$ cat src/rtl/uart_pkg.sv
// Shared UART definitions: FSM state encoding, parity modes and the
// ceiling-log2 helper used by uart_tx, uart_fifo and uart_rx.
package uart_pkg;

  typedef enum logic [2:0] {
    ST_IDLE   = 3'd0,
    ST_START  = 3'd1,
    ST_DATA   = 3'd2,
    ST_PARITY = 3'd3,
    ST_STOP   = 3'd4
  } uart_state_e;

  localparam int PAR_NONE = 0;
  localparam int PAR_EVEN = 1;
  localparam int PAR_ODD  = 2;

  // Bits needed to hold value-1; never less than 1 so counters stay legal.
  function automatic int clogb2(input int value);
    int r;
    r = 1;
    for (int i = 0; i < 31; i++) begin
      if ((1 << i) < value) r = i + 1;
    end
    return r;
  endfunction

endpackage

$ cat src/rtl/uart_baud_gen.sv
// Bit-period prescaler: free-running 0..PRESCALER-1 counter with a
// synchronous restart, emitting a one-cycle bit_tick on the last count.
module uart_baud_gen
  import uart_pkg::*;
#(
  parameter int PRESCALER = 868
) (
  input  logic aclk,
  input  logic areset,
  input  logic restart,
  output logic bit_tick
);

  localparam int CNT_W = clogb2(PRESCALER);
  localparam logic [CNT_W-1:0] CNT_MAX = CNT_W'(PRESCALER - 1);

  logic [CNT_W-1:0] cnt_q, cnt_d;

  always_comb begin
    if (restart || (cnt_q == CNT_MAX)) cnt_d = '0;
    else                               cnt_d = cnt_q + 1'b1;
  end

  always_ff @(posedge aclk or posedge areset) begin
    if (areset) cnt_q <= '0;
    else        cnt_q <= cnt_d;
  end

  assign bit_tick = (cnt_q == CNT_MAX) && !restart;

endmodule

$ cat src/rtl/uart_tx.sv
// AXI-Stream to serial UART transmitter: one frame per handshake,
// LSB first, optional parity, one or two stop bits, idle-high line.
module uart_tx
  import uart_pkg::*;
#(
  parameter int PRESCALER  = 868,
  parameter int DATA_WIDTH = 8,
  parameter int PARITY     = 0,
  parameter int STOP_BITS  = 1
) (
  input  logic                  aclk,
  input  logic                  areset,
  input  logic [DATA_WIDTH-1:0] s_axis_tdata,
  input  logic                  s_axis_tvalid,
  output logic                  s_axis_tready,
  output logic                  tx,
  output logic                  busy
);

  localparam int BIT_W = clogb2(DATA_WIDTH + 1);
  localparam logic [BIT_W-1:0] LAST_DATA = BIT_W'(DATA_WIDTH - 1);

  if (PRESCALER < 2) begin : g_bad_prescaler
    $error("uart_tx: PRESCALER must be at least 2");
  end
  if (STOP_BITS != 1 && STOP_BITS != 2) begin : g_bad_stop_bits
    $error("uart_tx: STOP_BITS must be 1 or 2");
  end
  if (PARITY < 0 || PARITY > 2) begin : g_bad_parity
    $error("uart_tx: PARITY must be 0, 1 or 2");
  end
  if (DATA_WIDTH < 5 || DATA_WIDTH > 9) begin : g_bad_data_width
    $error("uart_tx: DATA_WIDTH must be in 5..9");
  end

  uart_state_e           state_q, state_d;
  logic [DATA_WIDTH-1:0] shreg_q, shreg_d;
  logic [BIT_W-1:0]      bit_cnt_q, bit_cnt_d;
  logic                  par_q, par_d;
  logic                  tx_q, tx_d;
  logic                  busy_q, busy_d;
  logic                  tready_q, tready_d;
  logic                  handshake;
  logic                  bit_tick;

  assign handshake = (state_q == ST_IDLE) && tready_q && s_axis_tvalid;

  // Restarting on the handshake aligns every bit period to the start bit.
  uart_baud_gen #(
    .PRESCALER(PRESCALER)
  ) u_baud_gen (
    .aclk    (aclk),
    .areset  (areset),
    .restart (handshake),
    .bit_tick(bit_tick)
  );

  always_comb begin
    state_d   = state_q;
    shreg_d   = shreg_q;
    bit_cnt_d = bit_cnt_q;
    par_d     = par_q;
    tx_d      = tx_q;
    busy_d    = busy_q;
    tready_d  = tready_q;
    case (state_q)
      ST_IDLE: begin
        tx_d     = 1'b1;
        busy_d   = 1'b0;
        tready_d = 1'b1;
        if (handshake) begin
          shreg_d   = s_axis_tdata;
          par_d     = (^s_axis_tdata) ^ (PARITY == PAR_ODD);
          bit_cnt_d = '0;
          tx_d      = 1'b0;
          busy_d    = 1'b1;
          tready_d  = 1'b0;
          state_d   = ST_START;
        end
      end
      ST_START: begin
        if (bit_tick) begin
          tx_d      = shreg_q[0];
          bit_cnt_d = '0;
          state_d   = ST_DATA;
        end
      end
      ST_DATA: begin
        if (bit_tick) begin
          shreg_d = {1'b0, shreg_q[DATA_WIDTH-1:1]};
          if (bit_cnt_q == LAST_DATA) begin
            bit_cnt_d = '0;
            if (PARITY != PAR_NONE) begin
              tx_d    = par_q;
              state_d = ST_PARITY;
            end else begin
              tx_d    = 1'b1;
              state_d = ST_STOP;
            end
          end else begin
            bit_cnt_d = bit_cnt_q + 1'b1;
            tx_d      = shreg_q[1];
          end
        end
      end
      ST_PARITY: begin
        if (bit_tick) begin
          tx_d    = 1'b1;
          state_d = ST_STOP;
        end
      end
      ST_STOP: begin
        // With two stop bits the counter marks the first stop period as done.
        if (bit_tick) begin
          if (STOP_BITS == 2 && bit_cnt_q == '0) begin
            bit_cnt_d = BIT_W'(1);
          end else begin
            bit_cnt_d = '0;
            busy_d    = 1'b0;
            tready_d  = 1'b1;
            state_d   = ST_IDLE;
          end
        end
      end
      default: begin
        tx_d     = 1'b1;
        busy_d   = 1'b0;
        tready_d = 1'b0;
        state_d  = ST_IDLE;
      end
    endcase
  end

  always_ff @(posedge aclk or posedge areset) begin
    if (areset) begin
      state_q   <= ST_IDLE;
      shreg_q   <= '0;
      bit_cnt_q <= '0;
      par_q     <= 1'b0;
      tx_q      <= 1'b1;
      busy_q    <= 1'b0;
      tready_q  <= 1'b0;
    end else begin
      state_q   <= state_d;
      shreg_q   <= shreg_d;
      bit_cnt_q <= bit_cnt_d;
      par_q     <= par_d;
      tx_q      <= tx_d;
      busy_q    <= busy_d;
      tready_q  <= tready_d;
    end
  end

  assign s_axis_tready = tready_q;
  assign tx            = tx_q;
  assign busy          = busy_q;

endmodule

$ cat config.mk
export PLATFORM = sky130hd
export DESIGN_NAME = uart_tx
export DESIGN_NICKNAME = d
export VERILOG_FILES = /design/src/rtl/uart_pkg.sv /design/src/rtl/uart_baud_gen.sv /design/src/rtl/uart_tx.sv
export SDC_FILE = /design/constraint.sdc
export NUM_CORES = 1
export LEC_CHECK = 0
export BUFFER_PORTS_ARGS = -buffer_cell sky130_fd_sc_hd__buf_2
export CORE_AREA = 2 2 62 64
export CTS_CLUSTER_SIZE = 20
export DETAILED_ROUTE_END_ITERATION = 16
export DIE_AREA = 0 0 64 66
export SYNTH_ARGS = -nofsm -noshare
export SYNTH_HDL_FRONTEND = slang
export SYNTH_HIERARCHICAL = 1
export SYNTH_SLANG_ARGS = --single-unit
$ cat constraint.sdc
create_clock -name aclk -period 2.5 [get_ports aclk]
set_input_delay 0.375 -clock aclk [delete_from_list [all_inputs] [get_ports aclk]]
set_output_delay 0.375 -clock aclk [all_outputs]
set_load 0.03 [all_outputs]
==> flow_summary_export.csv, run 1 <==
group,metric,value,unit
floorplan,die_w,64,um
setup_path,critPathCaptureType,"register",
setup_path,critPathKind,"register to register",
grt,grt_pass1_wl,5100,um
clocking,cts_made_buffers,3,
floorplan,start_util,42.7,%
synth,syn-cell-area,1520,um^2
timing,rsz0062_at_grt,"no",
pwr,comb_power_share,30.2,%
run_status,outcome,"completed",
synth,synth_edf_count,0,
layout,fillers,337,
synth,ys_types,45,
synth,avgSynthCellArea,9.43,um^2
floorplan,io_pins,14,
place,gp_congestion,0.855,
layout,antenna_cells,0,
synth,netlist_top_cells_area,"dfrtp_1 (45%), nand2_1 (5.4%), nor2_1 (4.5%), o21ai_0 (3.6%), a31oi_1 (3.3%)",
drt,via_per_inst,5.26,
place,portBuffers,13,
synth,syn_nets,174,
timing,setup_violations,0,
clocking,path_clk_slew,0.16,ns
flow_run,maxCapViolCount,0,
synth,synth_top_area_share,44.5,%
floorplan,coreArea,3550,um^2
pwr,p_sw_share,36.0,%
place,placed_cell_area,1620,um^2
clocking,htree_levels,1,
timing,max_slew_margin,53.1,%
layout,final_common_cell,"dfrtp_1",
pwr,switchingPower,545,uW
timing,finClkSkew,0.0110,ns
synth,synthFlopType,"dfrtp_1",
clocking,cts_resized,0,
timing,hold_viol,0,
pwr,seq_power_share,49.6,%
pwr,leakagePower,0.000731,uW
grt,grt_pass1_vias,1185,
floorplan,rows,22,
place,hpwlAfterDp,2130,um
clocking,clk_latency,0.34,ns
layout,final_layout_size_suffix_gt1_share,20.8,%
synth,synth-seq-cells,28,
layout,final_cell_mix,"dfrtp_1 (27), nand2_1 (22), nor2_1 (18)",
drt,drcViolationCount,0,
setup_path,crit_arrival,2.49,ns
timing,period_needed,2.21,ns
drt,drt_iter0_drc,109,
clocking,cts_sinks,28,
grt,overflow,0,
timing,fin_ws,0.292,ns
timing,drv_slew,0,
clocking,cts_root_buffer,"clkbuf_4",
synth,ys_seq_area_share,46.2,%
grt,grt.total_usage,15.2,%
pwr,total_power,1510,uW
pwr,p_int,968,uW
synth,synth_async_sr_flop_share,100,%
layout,synthToLayoutAreaGrowth,11.1,%
synth,synthCells,161,
floorplan,die_y,66,um
drt,first_pass_iters,4,
grt,antenna_found_initial,0,
clocking,cts_setup_buffers,0,
drt,ant_nets,0,
synth,yosys_warnings,6,
timing,fin_setup_tns,0,ns
timing,max_freq,0.453,GHz
pwr,p_per_area,897,nW/um^2
pwr,vdd_drop_max,0.446,mV
floorplan,dieArea,4220,um^2
timing,fin_crit_sh,88.3,%
pwr,clkPwrFrac,20.2,%
clocking,cts_tree,"built",
drt,wl_per_cell,12.7,um
drt,vias,1188,
timing,worst_pin_slew,0.703,ns
drt,wirelength,2870,um
clocking,cts_buffer_depth,2,
place,pre_cts_ws,0.334,ns
setup_path,cp_max_fo,6,
setup_path,worstSetupStartpointType,"register",
layout,num-nets-final,192,
synth,yosys.area.top_type,"dfrtp_1",
grt,grt_max_degree,19,
setup_path,required,2.78,ns
worst_hold_path,min_path_type,"primary input to register",
layout,postLayoutCellArea,1690,um^2
## power groups by stage
stage	logic (uW)	clock network [uW]	registers, uW
after CTS	461	312	750
after global placement	442	0	753
after detailed placement	457	0	761
final	456	306	751
after global routing	514	329	783
after floorplan	338	0	773
## synthesized netlist by cell type, types with 2 or more instances
library cell / number
a31oi_1: 8
nor3_1: 2
nand2_1: 22
a21oi_1: 3
or3_1: 4
nor2_1: 18
a21oi_2: 4
o21ai_0: 11
nor2_2: 4
nand3b_1: 2
nand3_1: 8
dfrtp_1: 27
o32a_1: 2
ha_1: 2
nand2b_1: 3
inv_1: 7
buf_6: 2
xor2_1: 3
nand4_1: 3
## per-stage QoR
stage,utilization (%),hold slack [ns],instances
6_report,47.5,0.227,226
3_5_place_dp,45.7,0.381,221
4_1_cts,47.5,0.220,226
3_3_place_gp,45.7,0.375,221
5_1_grt,47.5,0.234,226
2_1_floorplan,-,0.215,161
## layout make-up
| cell class | count | area (um^2) | area share (%) |
|---|---|---|---|
| clock buffer | 3 | 22.5 | 1.34 |
| sequential | 28 | 702 | 41.6 |
| inverter | 7 | 26.3 | 1.56 |
| tap | 48 | 60.1 | 3.56 |
| clock inverter | 1 | 30.0 | 1.78 |
| multi-input combinational | 121 | 741 | 43.9 |
| timing repair buffer | 18 | 105 | 6.23 |
## layer usage
metal	global-route usage [%]	routed length (um)	up-vias
met5	0	0	-
met4	4.35	12	0
met1	18.8	1400	573
li1	-	-	600
met2	26.8	1380	13
met3	2.90	75	2
## worst max-delay path, cell delays in order (launching register included)
cell      delay, ns
dfrtp_1        0.48
ha_1           0.27
and4bb_1       0.27
nand4_1        0.10
nor2_1         0.24
and2b_1        0.19
nand2_1        0.08
o21ba_1        0.19
o32a_1         0.32
## state kept, by name, indices dropped and copies added (netlist names)
signal,cells
busy,1
tx,1
shreg_q,8
bit_cnt_q,4
u_baud_gen/cnt_q,10
s_axis_tready,1
state_q,3
## repair_timing
item	CTS	global route
setup endpoints to repair	0	0
hold endpoints to repair	10	0
hold buffers	1	0
## worst paths after layout
| path | cells after the start | endpoint | slack (ns) | start |
|---|---|---|---|---|
| min in group asynchronous | 3 | u_baud_gen/cnt_q[2] | 0.53 | areset |
| hold / removal | 3 | shreg_q[7] | 0.23 | s_axis_tdata[7] |
| hold reg to reg | 1 | tx | 0.53 | tx |
| setup / recovery | 8 | tx | 0.29 | u_baud_gen/cnt_q[0] |
| max in group asynchronous | 3 | bit_cnt_q[0] | 1.38 | areset |
| setup reg to reg | 8 | tx | 0.29 | u_baud_gen/cnt_q[0] |
## kinds of logic after synthesis
group	synth area share [%]
DFF	46.2
muxes	0.660
xor gates and xnor gates	2.31
buffers and inverters	4.95
AOI/OAI and AO/OA	16.9
and+or+nand+nor	27.3
adders and majority gates	1.65
No activity file was read; power rests on OpenSTA's default activity.
==> run 2: changes to the inputs <==
- clock period: 2.5 -> 2 ns (I/O delays scaled with it)
==> flow_summary_export.csv, run 2 (synthesized netlist as in run 1, its figures left out) <==
group,metric,value,unit
worst_hold_path,hold_end,"shreg_q[7]",
floorplan,io_pins,14,
timing,fin_ws,0.159,ns
setup_path,required,2.29,ns
run_status,outcome,"completed",
clocking,cts_made_buffers,3,
setup_path,reg2regPathDepth,8,
timing,period_needed,1.84,ns
grt,grt_max_degree,19,
drt,vias,1209,
drt,drt_iter0_drc,49,
floorplan,dieArea,4220,um^2
layout,regMostFlops,"u_baud_gen/cnt_q",
grt,grt_pass1_wl,5440,um
layout,fillers,342,
layout,final_cell_mix,"dfrtp_1 (27), nand2_1 (22), nor2_1 (17)",
clocking,cts_sinks,28,
layout,utilization,49.0,%
clocking,cts_root_buffer,"clkbuf_4",
pwr,p_per_area,1120,nW/um^2
worst_hold_path,min_path_cells,3,
drt,wirelength,2850,um
layout,synthToLayoutAreaGrowth,14.8,%
drt,first_pass_iters,4,
grt,antenna_found_initial,0,
clocking,clk_latency,0.34,ns
floorplan,rows,22,
timing,drv_slew,0,
drt,ant_nets,0,
timing,finClkSkew,0.0130,ns
floorplan,die_y,66,um
place,gp_congestion,0.785,
floorplan,coreArea,3550,um^2
drt,via_per_inst,5.19,
clocking,path_clk_slew,0.17,ns
drt,wl_per_cell,12.2,um
timing,setup_violations,0,
layout,antenna_cells,0,
layout,final_common_cell,"dfrtp_1",
floorplan,die_w,64,um
setup_path,cp_max_fo,3,
place,hpwlAfterDp,2190,um
grt,grt_pass1_vias,1215,
setup_path,critPathCaptureType,"register",
timing,hold_viol,0,
clocking,htree_levels,1,
layout,top_regs,"u_baud_gen/cnt_q (10), shreg_q (8), bit_cnt_q (4)",
setup_path,r2r_slack,0.16,ns
pwr,vdd_drop_max,0.500,mV
worst_hold_path,min_from,"s_axis_tdata[7]",
place,pre_cts_ws,0.143,ns
timing,max_freq,0.543,GHz
setup_path,worstSetupStartpointType,"register",
place,portBuffers,13,
clocking,cts_buffer_depth,2,
pwr,leakagePower,0.000767,uW
layout,final_layout_size_suffix_gt1_share,24.3,%
clocking,cts_resized,0,
floorplan,start_util,42.7,%
flow_run,maxCapViolCount,0,
worst_hold_path,min_path_type,"primary input to register",
setup_path,r2r_end,"tx",
timing,fin_crit_sh,92.0,%
grt,grt.total_usage,16.3,%
setup_path,crit_arrival,2.13,ns
timing,worst_pin_slew,0.702,ns
timing,fin_setup_tns,0,ns
setup_path,critPathKind,"register to register",
timing,rsz0062_at_grt,"no",
drt,drcViolationCount,0,
timing,max_slew_margin,53.1,%
clocking,cts_tree,"built",
layout,largest_reg_flops,10,
layout,num-nets-final,199,
grt,overflow,0,
setup_path,r2r_start,"u_baud_gen/cnt_q[1]",
## run 2: worst max path at each step
stage | from | endpoint | cells after the start
3_3_place_gp | u_baud_gen/cnt_q[0] | tx | 8
6_report | u_baud_gen/cnt_q[1] | tx | 8
4_1_cts | u_baud_gen/cnt_q[1] | tx | 8
5_1_grt | u_baud_gen/cnt_q[1] | tx | 8
3_5_place_dp | u_baud_gen/cnt_q[1] | tx | 8
2_1_floorplan | u_baud_gen/cnt_q[0] | tx | 8
## run 2: area by class of cell
| cell class | instances | area (um^2) | area share (%) |
|---|---|---|---|
| tap | 48 | 60.1 | 3.45 |
| clock buffer | 3 | 22.5 | 1.29 |
| inverter | 7 | 26.3 | 1.51 |
| sequential | 28 | 702 | 40.3 |
| timing repair buffer | 25 | 158 | 9.05 |
| multi-input combinational | 121 | 743 | 42.7 |
| clock inverter | 1 | 30.0 | 1.72 |
## run 2: power breakdown
group / switching (uW) / leakage, uW / internal, uW
sequential: 165 / 0.000339 / 760
combinational: 350 / 0.000400 / 287
clock: 180 / 0.0000279 / 203
total: 696 / 0.000767 / 1250
## run 2: metal layers
layer	wire [um]	up-vias	global-route usage (%)
met1	1390	574	21.8
met3	86	4	2.21
met2	1340	22	26.6
met5	0	-	0
li1	-	609	-
met4	34	0	6.52
## run 2: what timing repair did
item,CTS,global route
hold buffers,1,0
hold endpoints to repair,10,0
buffers inserted,0,0
## run 2: metrics by stage
stage	hold slack (ns)	std cells	power, uW	area (um^2)
finish	0.162	233	1950	1740
global route	0.164	233	2100	1740
CTS	0.162	233	1960	1740
detailed placement	0.305	228	1580	1680
global placement	0.298	228	1540	1680
floorplan	0.140	161	1390	1520
## run 2: worst max-delay path, stage by stage (launching register included)
cell and delay, ns:
dfrtp_1 0.39, ha_1 0.17, and4bb_1 0.25, nand4_1 0.12
nor2_2 0.15, and2b_1 0.15, nand2_1 0.07, o21ba_1 0.19
o32a_1 0.32
==> run 3: changes to the inputs <==
- BUFFER_PORTS_ARGS: -buffer_cell sky130_fd_sc_hd__buf_2 -> -buffer_cell sky130_fd_sc_hd__buf_4
==> flow_summary_export.csv, run 3 (synthesized netlist as in run 1, its figures left out) <==
group,metric,value,unit
run_status,outcome,"completed",
setup_path,cp_max_fo,3,
layout,antenna_cells,0,
setup_path,cp_slowest_cell,"dfrtp_1",
setup_path,worstSetupEndpoint,"tx",
setup_path,required,2.28,ns
clocking,cts_root_buffer,"clkbuf_4",
timing,fin_crit_sh,93.5,%
drt,wirelength,2950,um
pwr,leakagePower,0.000778,uW
timing,drv_slew,0,
drt,wl_per_cell,12.6,um
flow_run,maxCapViolCount,0,
setup_path,cp_num_buf_inv,0,
drt,first_pass_iters,4,
setup_path,crit_path_cell_trace,"ha_1, and4bb_1, nand4_1, nor2_2, and2b_1, nand2_1, o21ba_1, o32a_1",
clocking,path_clk_slew,0.15,ns
timing,max_slew_margin,55.3,%
pwr,vdd_drop_max,0.521,mV
setup_path,worstSetupStartpointType,"register",
clocking,cts_made_buffers,3,
floorplan,coreArea,3550,um^2
setup_path,critPathKind,"register to register",
layout,ff_latch_area,702,um^2
setup_path,reg2regPathDepth,8,
grt,grt_use_met3,2.73,%
layout,num-nets-final,200,
layout,utilization,50.1,%
pwr,p_per_area,1060,nW/um^2
timing,setup_violations,0,
grt,grt_pass1_wl,5260,um
timing,finClkSkew,0.00821,ns
setup_path,slowest_delay,0.39,ns
setup_path,cpLargestDelayFamily,"simple AND/OR/NAND/NOR gates",
layout,fillers,352,
setup_path,critPathCaptureType,"register",
worst_hold_path,min_path_type,"primary input to register",
place,gp_congestion,0.846,
layout,multi_input_area,743,um^2
setup_path,crit_arrival,2.15,ns
clocking,htree_levels,1,
floorplan,rows,22,
floorplan,start_util,42.7,%
grt,overflow,0,
layout,final_layout_size_suffix_gt1_share,24.7,%
floorplan,io_pins,14,
place,pre_cts_ws,0.133,ns
layout,final_cell_mix,"dfrtp_1 (27), buf_4 (24), nand2_1 (22)",
drt,drcViolationCount,0,
grt,grt_max_degree,19,
floorplan,die_w,64,um
timing,hold_viol,0,
setup_path,r2r_end,"tx",
setup_path,r2r_slack,0.13,ns
layout,final_common_cell,"dfrtp_1",
floorplan,die_y,66,um
clocking,cts_tree,"built",
timing,worst_pin_slew,0.670,ns
clocking,cts_sinks,28,
grt,grt.total_usage,16.0,%
clocking,cts_buffer_depth,2,
clocking,clk_latency,0.34,ns
timing,fin_setup_tns,0,ns
drt,drt_iter0_drc,59,
timing,rsz0062_at_grt,"no",
setup_path,crit_start,"u_baud_gen/cnt_q[0]",
grt,grt.busiest_layer,"met2",
layout,regMostFlops,"u_baud_gen/cnt_q",
timing,period_needed,1.87,ns
grt,grt_util_met2,27.1,%
drt,vias,1222,
grt,use_met1,20.1,%
setup_path,cp_num_cells,8,
place,hpwlAfterDp,2220,um
layout,top_regs,"u_baud_gen/cnt_q (10), shreg_q (8), bit_cnt_q (4)",
setup_path,r2r_start,"u_baud_gen/cnt_q[0]",
drt,via_per_inst,5.22,
grt,antenna_found_initial,0,
floorplan,dieArea,4220,um^2
grt,grt_pass1_vias,1197,
drt,ant_nets,0,
place,portBuffers,13,
timing,fin_ws,0.130,ns
layout,largest_reg_flops,10,
layout,synthToLayoutAreaGrowth,17.1,%
timing,max_freq,0.535,GHz
## run 3: final cells by class
class / instances / area share [%]
multi-input cells: 121 / 41.8
flip-flops and latches: 28 / 39.5
repair buffers: 26 / 11.8
well taps: 48 / 3.38
clock buffers: 4 / 2.04
inverters: 7 / 1.48
## run 3: repair_timing
| item | in CTS | in global routing |
|---|---|---|
| setup buffers | 0 | 2 |
| resized for setup | 0 | 0 |
| hold endpoints to repair | 10 | 0 |
| hold buffers | 1 | 0 |
| setup endpoints to repair | 0 | 1 |
## run 3: worst min path at each step
stage,depth (start not counted),end,slack [ns],from
after floorplan,1,u_baud_gen/cnt_q[0],0.14,areset
after global placement,2,u_baud_gen/cnt_q[3],0.31,areset
after detailed placement,2,u_baud_gen/cnt_q[3],0.31,areset
after CTS,3,shreg_q[7],0.15,s_axis_tdata[7]
after global routing,3,shreg_q[7],0.15,s_axis_tdata[7]
final,3,shreg_q[7],0.16,s_axis_tdata[7]
## run 3: where the power goes
part / switching [uW] / leakage [uW] / total [uW] / internal (uW)
clock: 171 / 0.0000210 / 283 / 112
combinational: 359 / 0.000418 / 686 / 326
sequential: 162 / 0.000339 / 922 / 760
total: 693 / 0.000778 / 1890 / 1200
## run 3: through the flow
stage | instances | total power, uW | hold WS [ns] | instance area [um^2]
2_1_floorplan | 161 | 1390 | 0.140 | 1520
3_3_place_gp | 227 | 1570 | 0.307 | 1720
3_5_place_dp | 227 | 1610 | 0.313 | 1720
4_1_cts | 232 | 1890 | 0.147 | 1760
5_1_grt | 234 | 2050 | 0.150 | 1780
6_report | 234 | 1890 | 0.156 | 1780
## run 3: metal layers
metal / routed length [um] / vias to the layer above
li1: - / 619
met1: 1440 / 582
met2: 1420 / 18
met3: 71 / 3
met4: 22 / 0
met5: 0 / -
## run 3: worst register-to-register path, cell delays in order, from the launching register on
cell      delay [ns]
dfrtp_1         0.39
ha_1            0.17
and4bb_1        0.23
nand4_1         0.10
nor2_2          0.17
and2b_1         0.15
nand2_1         0.07
o21ba_1         0.19
o32a_1          0.33
